<file path="config.mk">
export PLATFORM = sky130hd
export DESIGN_NAME = sprite_scheduler
export DESIGN_NICKNAME = d
export VERILOG_FILES = /design/src/rtl/sprite_scheduler.sv
export SDC_FILE = /design/constraint.sdc
export NUM_CORES = 1
export LEC_CHECK = 0
export BUFFER_PORTS_ARGS = -buffer_cell sky130_fd_sc_hd__buf_2
export CAP_MARGIN = 20
export CORE_MARGIN = 10
export CORE_UTILIZATION = 55
export CTS_BUF_LIST = sky130_fd_sc_hd__clkbuf_8
export DETAILED_ROUTE_END_ITERATION = 6
export PLACE_DENSITY_LB_ADDON = 0.12
export SLEW_MARGIN = 20
export SYNTH_ARGS = -nofsm -noshare
export SYNTH_HDL_FRONTEND = slang
export SYNTH_SLANG_ARGS = --single-unit
</file>
<file path="constraint.sdc">
create_clock -name clk -period 7.5 [get_ports clk]
set_clock_uncertainty 0.1 [all_clocks]
set_input_delay 0.375 -clock clk [delete_from_list [all_inputs] [get_ports clk]]
set_output_delay 0.375 -clock clk [all_outputs]
set_load 0.005 [all_outputs]
</file>
<file path="src/rtl/sprite_scheduler.sv">
// rtl/sprite_scheduler.sv - shift/load sequencing for the circular sprite register
// Optional SPRITE_SCALE2_EN: horizontal 2x pixel doubling.
module sprite_scheduler #(
   parameter int WIDTH   = 10,
   parameter int HEIGHT  = 10,
   parameter int COORD_W = 10
) (
   input  logic               clk,
   input  logic               reset_n,
   input  logic [COORD_W-1:0] x,
   input  logic [COORD_W-1:0] y,
   input  logic               display_on,
   input  logic               frame_start,
   input  logic [COORD_W-1:0] sprite_x,
   input  logic [COORD_W-1:0] sprite_y,
   input  logic               sprite_en,
   input  logic               load_valid,
   input  logic               load_bit,
   output logic               load_ready,
   output logic               shiftf,
   output logic               load,
   output logic               data_in,
   input  logic               data_out,
   output logic               pixel_on,
   output logic               busy
);
   localparam int TOTAL = WIDTH * HEIGHT;
   localparam int CNT_W = $clog2(TOTAL);
`ifdef SPRITE_SCALE2_EN
   localparam int XSPAN = 2 * WIDTH;
`else
   localparam int XSPAN = WIDTH;
`endif
   localparam logic [COORD_W-1:0] X_LIM    = COORD_W'(XSPAN);
   localparam logic [COORD_W-1:0] Y_LIM    = COORD_W'(HEIGHT);
   localparam logic [CNT_W-1:0]   CNT_LAST = CNT_W'(TOTAL - 1);

   typedef enum logic [1:0] {ST_DRAW, ST_REALIGN, ST_LOAD} state_t;

   state_t             r_state;
   state_t             w_state_nxt;
   logic [CNT_W-1:0]   r_shift_cnt;
   logic [COORD_W-1:0] r_sx;
   logic [COORD_W-1:0] r_sy;
   logic               r_en;
   logic               r_pixel_on;
   logic [COORD_W-1:0] w_dx;
   logic [COORD_W-1:0] w_dy;
   logic               w_in_win;
   logic               w_draw_shift;
   logic               w_cnt_last;
   logic               w_pixel_nxt;

   // Unsigned wrap makes anything left of / above the sprite compare huge.
   assign w_dx       = x - r_sx;
   assign w_dy       = y - r_sy;
   assign w_in_win   = display_on & r_en & (w_dx < X_LIM) & (w_dy < Y_LIM);
   assign w_cnt_last = (r_shift_cnt == CNT_LAST);
`ifdef SPRITE_SCALE2_EN
   assign w_draw_shift = w_in_win & w_dx[0];
`else
   assign w_draw_shift = w_in_win;
`endif

   always_comb begin
      w_state_nxt = r_state;
      shiftf      = 1'b0;
      load        = 1'b0;
      data_in     = 1'b0;
      load_ready  = 1'b0;
      w_pixel_nxt = 1'b0;
      case (r_state)
         ST_DRAW: begin
            shiftf      = w_draw_shift;
            w_pixel_nxt = w_in_win & data_out;
            if (frame_start) begin
               if (r_shift_cnt != '0) begin
                  w_state_nxt = ST_REALIGN;
               end else if (load_valid) begin
                  w_state_nxt = ST_LOAD;
               end
            end
         end
         ST_REALIGN: begin
            shiftf = 1'b1;
            if (w_cnt_last) begin
               w_state_nxt = load_valid ? ST_LOAD : ST_DRAW;
            end
         end
         ST_LOAD: begin
            // Drawing stays suppressed until the full bitmap has been rewritten.
            load_ready = 1'b1;
            if (load_valid) begin
               shiftf  = 1'b1;
               load    = 1'b1;
               data_in = load_bit;
               if (w_cnt_last) begin
                  w_state_nxt = ST_DRAW;
               end
            end
         end
         default: w_state_nxt = ST_DRAW;
      endcase
   end

   always_ff @(posedge clk or negedge reset_n) begin
      if (!reset_n) begin
         r_state     <= ST_DRAW;
         r_shift_cnt <= '0;
         r_sx        <= '0;
         r_sy        <= '0;
         r_en        <= 1'b0;
         r_pixel_on  <= 1'b0;
      end else begin
         r_state    <= w_state_nxt;
         r_pixel_on <= w_pixel_nxt;
         if (shiftf) begin
            r_shift_cnt <= w_cnt_last ? '0 : r_shift_cnt + 1'b1;
         end
         if (frame_start) begin
            r_sx <= sprite_x;
            r_sy <= sprite_y;
            r_en <= sprite_en;
         end
      end
   end

   assign pixel_on = r_pixel_on;
   assign busy     = (r_state != ST_DRAW);

endmodule

</file>
# After elaboration in Yosys (flattened, before gate mapping)

Index checks and enable logic that the tools add are counted.

Logic and storage cells: 43
Input bits: 48
Bits in registers: 31

Bitwise operators: 4
Mux-type cells: 16
Reductions and logical operators: 4
Eq/ne operators: 8
Magnitude comparators: 2
$add $sub $neg: 3

Operator list:

| kind                                                | count |
|---|---|
| < comparator 10 x 4 -> 1 bit, second input constant | 2 |
| subtractor 10 bit                                   | 2 |
| 2-to-1 mux 2 bit                                    | 7 |
| != test 2 bit, second input constant                | 4 |
| adder 7 x 1 -> 7 bit, second input constant         | 1 |
| equality test 7 bit, second input constant          | 1 |
| 2-to-1 mux 7 bit                                    | 1 |
| nonzero test 7 bit                                  | 1 |
| 2-to-1 mux 1 bit                                    | 6 |
| case mux 2 bit (3 select lines)                     | 1 |
| AND reduction 5 bit                                 | 1 |
| AND 1 bit                                           | 4 |
| != test 3 bit, second input constant                | 1 |
| case mux 1 bit (3 select lines)                     | 1 |
| equality test 2 x 1 -> 1 bit, second input constant | 1 |
| equality test 2 bit, second input constant          | 1 |
| zero test 2 bit                                     | 1 |
| nonzero test 2 bit                                  | 1 |

# Logic depth before layout (Yosys ltp)

Word-level depth: 6
Gate-level depth with buffers: 13
Depth with buffers taken out: 11

# Least setup slack after synthesis

Ideal clock, no wire load.

Path type: input port to output port
Start: input port x[0]
End: output port shiftf
Data arrival time: 2508 ps
Slack: 4517 ps
Path buffers: 1
Stages: 10
Required time: 7025 ps
Path through: nand2b_1 > fa_1 > nand3_1 > a21oi_1 > a211oi_1 > xnor2_1 > or4_4 > nor4_2 > a21o_2 > buf_6

Longest elaborated chain between the ends: 5

Ends and longest elaborated chain:

| item                            | RTL line | source |
|---|---|---|
| from (decl)                     | 10       | `input logic [COORD_W-1:0] x,` |
| subtractor 10 bit               | 55       | `assign w_dx = x - r_sx;` |
| < comparator 10 x 4 -> 1 bit    | 57       | `assign w_in_win = display_on & r_en & (w_dx < X_LIM) & (w_dy < Y_LIM);` |
| AND 1 bit (2 in series)         | 57       |  |
| case mux 1 bit (3 select lines) | 72       | `case (r_state)` |
| to (decl)                       | 20       | `output logic shiftf,` |

No other way between the ends.

# Worst setup path in the final report

Start: register r_sx[5]
End: output port shiftf

Longest elaborated chain between the ends: 5

Ends and longest elaborated chain:

| item                            | RTL line | source |
|---|---|---|
| from (decl)                     | 43       | `logic [COORD_W-1:0] r_sx;` |
| from (signal assigned)          | 121      | `r_sx <= sprite_x;` |
| subtractor 10 bit               | 55       |  |
| < comparator 10 x 4 -> 1 bit    | 57       |  |
| AND 1 bit (2 in series)         | 57       |  |
| case mux 1 bit (3 select lines) | 72       |  |

No other way between the ends.

==> flow_summary.json <==
{
  "start_util_pct": 56.65,
  "cts_hold_buf": 0,
  "wl_per_cell_um": 14.35,
  "synth_cells": 250,
  "cp_cell_sequence": "inv_1 > ha_1 > o311ai_0 > a2111oi_0 > o2111ai_1 > or4_4 > nor4_2 > a21o_2 > buf_2",
  "cts_buffers": 5,
  "drt-total-wl_um": 5080,
  "post-dp-hpwl_um": 4012,
  "synth_nets": 318,
  "top_usage_layer": "met2",
  "grt_start_max_net_pins": 40,
  "yosys.area_share.adder_pct": 11.71,
  "core_mm2": 0.004000,
  "syn_area_mm2": 0.002266,
  "synth_xor_xnor_area_share_pct": 4.970,
  "timing.rr.start": "r_sx[5]$_DFFE_PN0P_",
  "tightest_slew_ps": 698.2,
  "multi_input_area_mm2": 0.001348,
  "crit_family": "compound AO/OA/AOI/OAI gates",
  "grt_overflow": 0,
  "cpPeakStageDelay_ps": 450,
  "cts-root-buf": "clkbuf_8",
  "drt_pre_antenna_iters": 6,
  "layout-drive-gt1-share_pct": 26.64,
  "vdd_drop_max_uv": 131.0,
  "postCtsSetupRepairBufs": 0,
  "ctsResizeCount": 0,
  "io_buffers": 53,
  "register_area_um2": 775.7,
  "htreeDepth": 2,
  "grt.met1_usage_pct": 18.20,
  "viasPerCell": 5.545,
  "grt_use_total_pct": 14.84,
  "cts_tree": "done",
  "crit_type": "flop to primary output",
  "fin_nets": 371,
  "synthDistinctLibCells": 53,
  "ys_ff_latch": 31,
  "synthSimpleGateAreaFrac_pct": 18.61,
  "crit_start": "r_sx[5]$_DFFE_PN0P_",
  "cp.required_ps": 7030,
  "synth_compound_area_share_pct": 20.54,
  "fmax_ghz": 0.2787,
  "ys_async_sr_fraction_pct": 100.0,
  "gr-usage-met2_pct": 23.17,
  "period_needed_ps": 3588,
  "cts.clk_slew.worst_paths_ps": 70,
  "cts.sinks": 31,
  "grt_pass1_wl_um": 9025,
  "synth_top_family_by_area": "compound AO/OA/AOI/OAI gates",
  "p_leak_nw": 1.297,
  "rows": 23,
  "status": "finished clean",
  "worstSetupStartpointType": "flop",
  "slowest_stage": "ha_1",
  "slew_headroom_pct": 53.45,
  "num_vias": 1963,
  "yosysSeqAreaShare_pct": 34.24,
  "max_cap_violations": 0,
  "rsz0062_at_grt": "false",
  "insertedDiodeCount": 0,
  "final_antenna_net_count": 0,
  "die_h_um": 84.19,
  "grt_pass1_vias": 2069,
  "routabilityCongestion": 0.8213,
  "synth_mux_area_share_pct": 3.644,
  "antenna_found_initial": 0,
  "pin_count": 54,
  "synth_top_area_share_pct": 34.24,
  "synth_top_cell_by_area": "dfrtp_1",
  "drv_slew": 0,
  "drc": 0,
  "synth_area_leaders": "dfrtp_1 34%, ha_1 9.9%, o21ai_0 5.3%, nand2_1 4.8%, inv_1 4.1%",
  "finalHoldViolCount": 0,
  "yosysWarningCount": 0,
  "hold_path.class": "primary input to async pin",
  "die_w_um": 84.19,
  "avgSynthCellArea_um2": 9.064,
  "cp-end-kind": "primary output",
  "total_power_mw": 0.6277,
  "critPathBufInv": 2,
  "fin_crit_sh_pct": 47.85,
  "syn2layout_area_growth_pct": 17.50,
  "mostFrequentLayoutCells": "53 x buf_2, 31 x dfrtp_1, 29 x nand2_1",
  "tns_ps": 0,
  "synthFlopType": "dfrtp_1",
  "powerDensity_mw_per_mm2": 235.8,
  "final_common_cell": "buf_2",
  "die_area_mm2": 0.007087,
  "fill_cells": 334,
  "cts_buffer_depth": 2,
  "met3_usage_pct": 5.700,
  "clk_latency_ps": 280,
  "cp_max_fo": 12,
  "finalSetupViolCount": 0,
  "dr.first_iter.drc_count": 70,
  "arrival_ps": 3110,
  "synth_edf_count": 0
}
==> where the power goes <==
part	internal (mW)	leakage, nW	switching (mW)
clock	0.107	0.0612	0.0637
sequential	0.198	0.372	0.0361
combinational	0.106	0.864	0.116
total	0.411	1.30	0.216
==> metal layers <==
metal  wire length, um  part of all wire, %
met5                 0                    0
met4                51                  1.0
met3               401                  7.9
met2              2259                   44
met1              2368                   47
==> through the flow <==
| stage | setup WS, ps | cell area, um2 | util, % | hold slack, ps | std cells |
|---|---|---|---|---|---|
| 4_1_cts | 3832 | 2663 | 66.56 | 55.83 | 354 |
| 3_5_place_dp | 4054 | 2545 | 63.62 | 367.4 | 346 |
| 2_1_floorplan | 4517 | 2266 | - | -20.59 | 250 |
| 3_3_place_gp | 4136 | 2545 | 63.62 | 367.3 | 346 |
| 6_report | 3912 | 2663 | 66.56 | 34.64 | 354 |
| 5_1_grt | 3642 | 2663 | 66.56 | 89.10 | 354 |
==> layout make-up <==
class	count	share of cell area, %
Clock inverter	2	1.316
Multi-Input combinational cell	187	50.61
Timing Repair Buffer	53	9.962
Clock buffer	6	3.102
Tap cell	50	2.350
Sequential cell	31	29.14
Inverter	25	3.524
==> cell usage after synthesis, drive strengths merged (2+ instances only) <==
cell     instances
o311ai           2
a31o             2
buf              3
and3             3
a31oi            4
nand2           29
a2111oi          2
mux2             7
o21ai           24
nand3           10
or2b             2
xnor2            7
xor2             5
ha              18
o2111ai          2
nor3             6
a21oi           11
nand3b           2
nor3b            2
inv             25
dfrtp           31
nor4             2
clkbuf           4
fa               2
a21o             8
o21a             2
and2             2
nor2             9
a221oi           2
nand2b           3
nand4            5
==> worst reg2reg max path, delay by kind of cell (launching register included) <==
kind,cells,cell delay [ps]
AO/OA/AOI/OAI,4,1120
adder cells (fa/ha/maj),1,450
buffers and inverters,1,50
flip-flops,1,330
multiplexers,1,300
AND/OR/NAND/NOR,3,820
==> flip-flops by register name, summed over array words and instances (netlist names) <==
| name | flops |
|---|---|
| pixel_on | 1 |
| r_en | 1 |
| r_shift_cnt | 7 |
| r_state | 2 |
| r_sx | 10 |
| r_sy | 10 |
==> cell families after synthesis <==
family	count (synthesis)
flip-flops	31
AO/OA/AOI/OAI	69
AND/OR/NAND/NOR	79
XOR/XNOR	12
multiplexers	7
buffers and inverters	32
adder cells (fa/ha/maj)	20
==> final timing paths <==
| kind | cells after the start | slack, ps | to |
|---|---|---|---|
| worst max-delay path | 9 | 3910 | shiftf |
| worst min-delay path | 1 | 30 | r_sx[8]$_DFFE_PN0P_ |
| worst max register to register | 10 | 4210 | r_shift_cnt[2]$_DFFE_PN0P_ |
| worst min register to register | 1 | 400 | r_state[0]$_DFFE_PN0P_ |
| max in group asynchronous | 1 | 6820 | r_sx[1]$_DFFE_PN0P_ |
| min in group clk | 3 | 190 | r_sx[2]$_DFFE_PN0P_ |
Power figures use the tool's default switching activity.
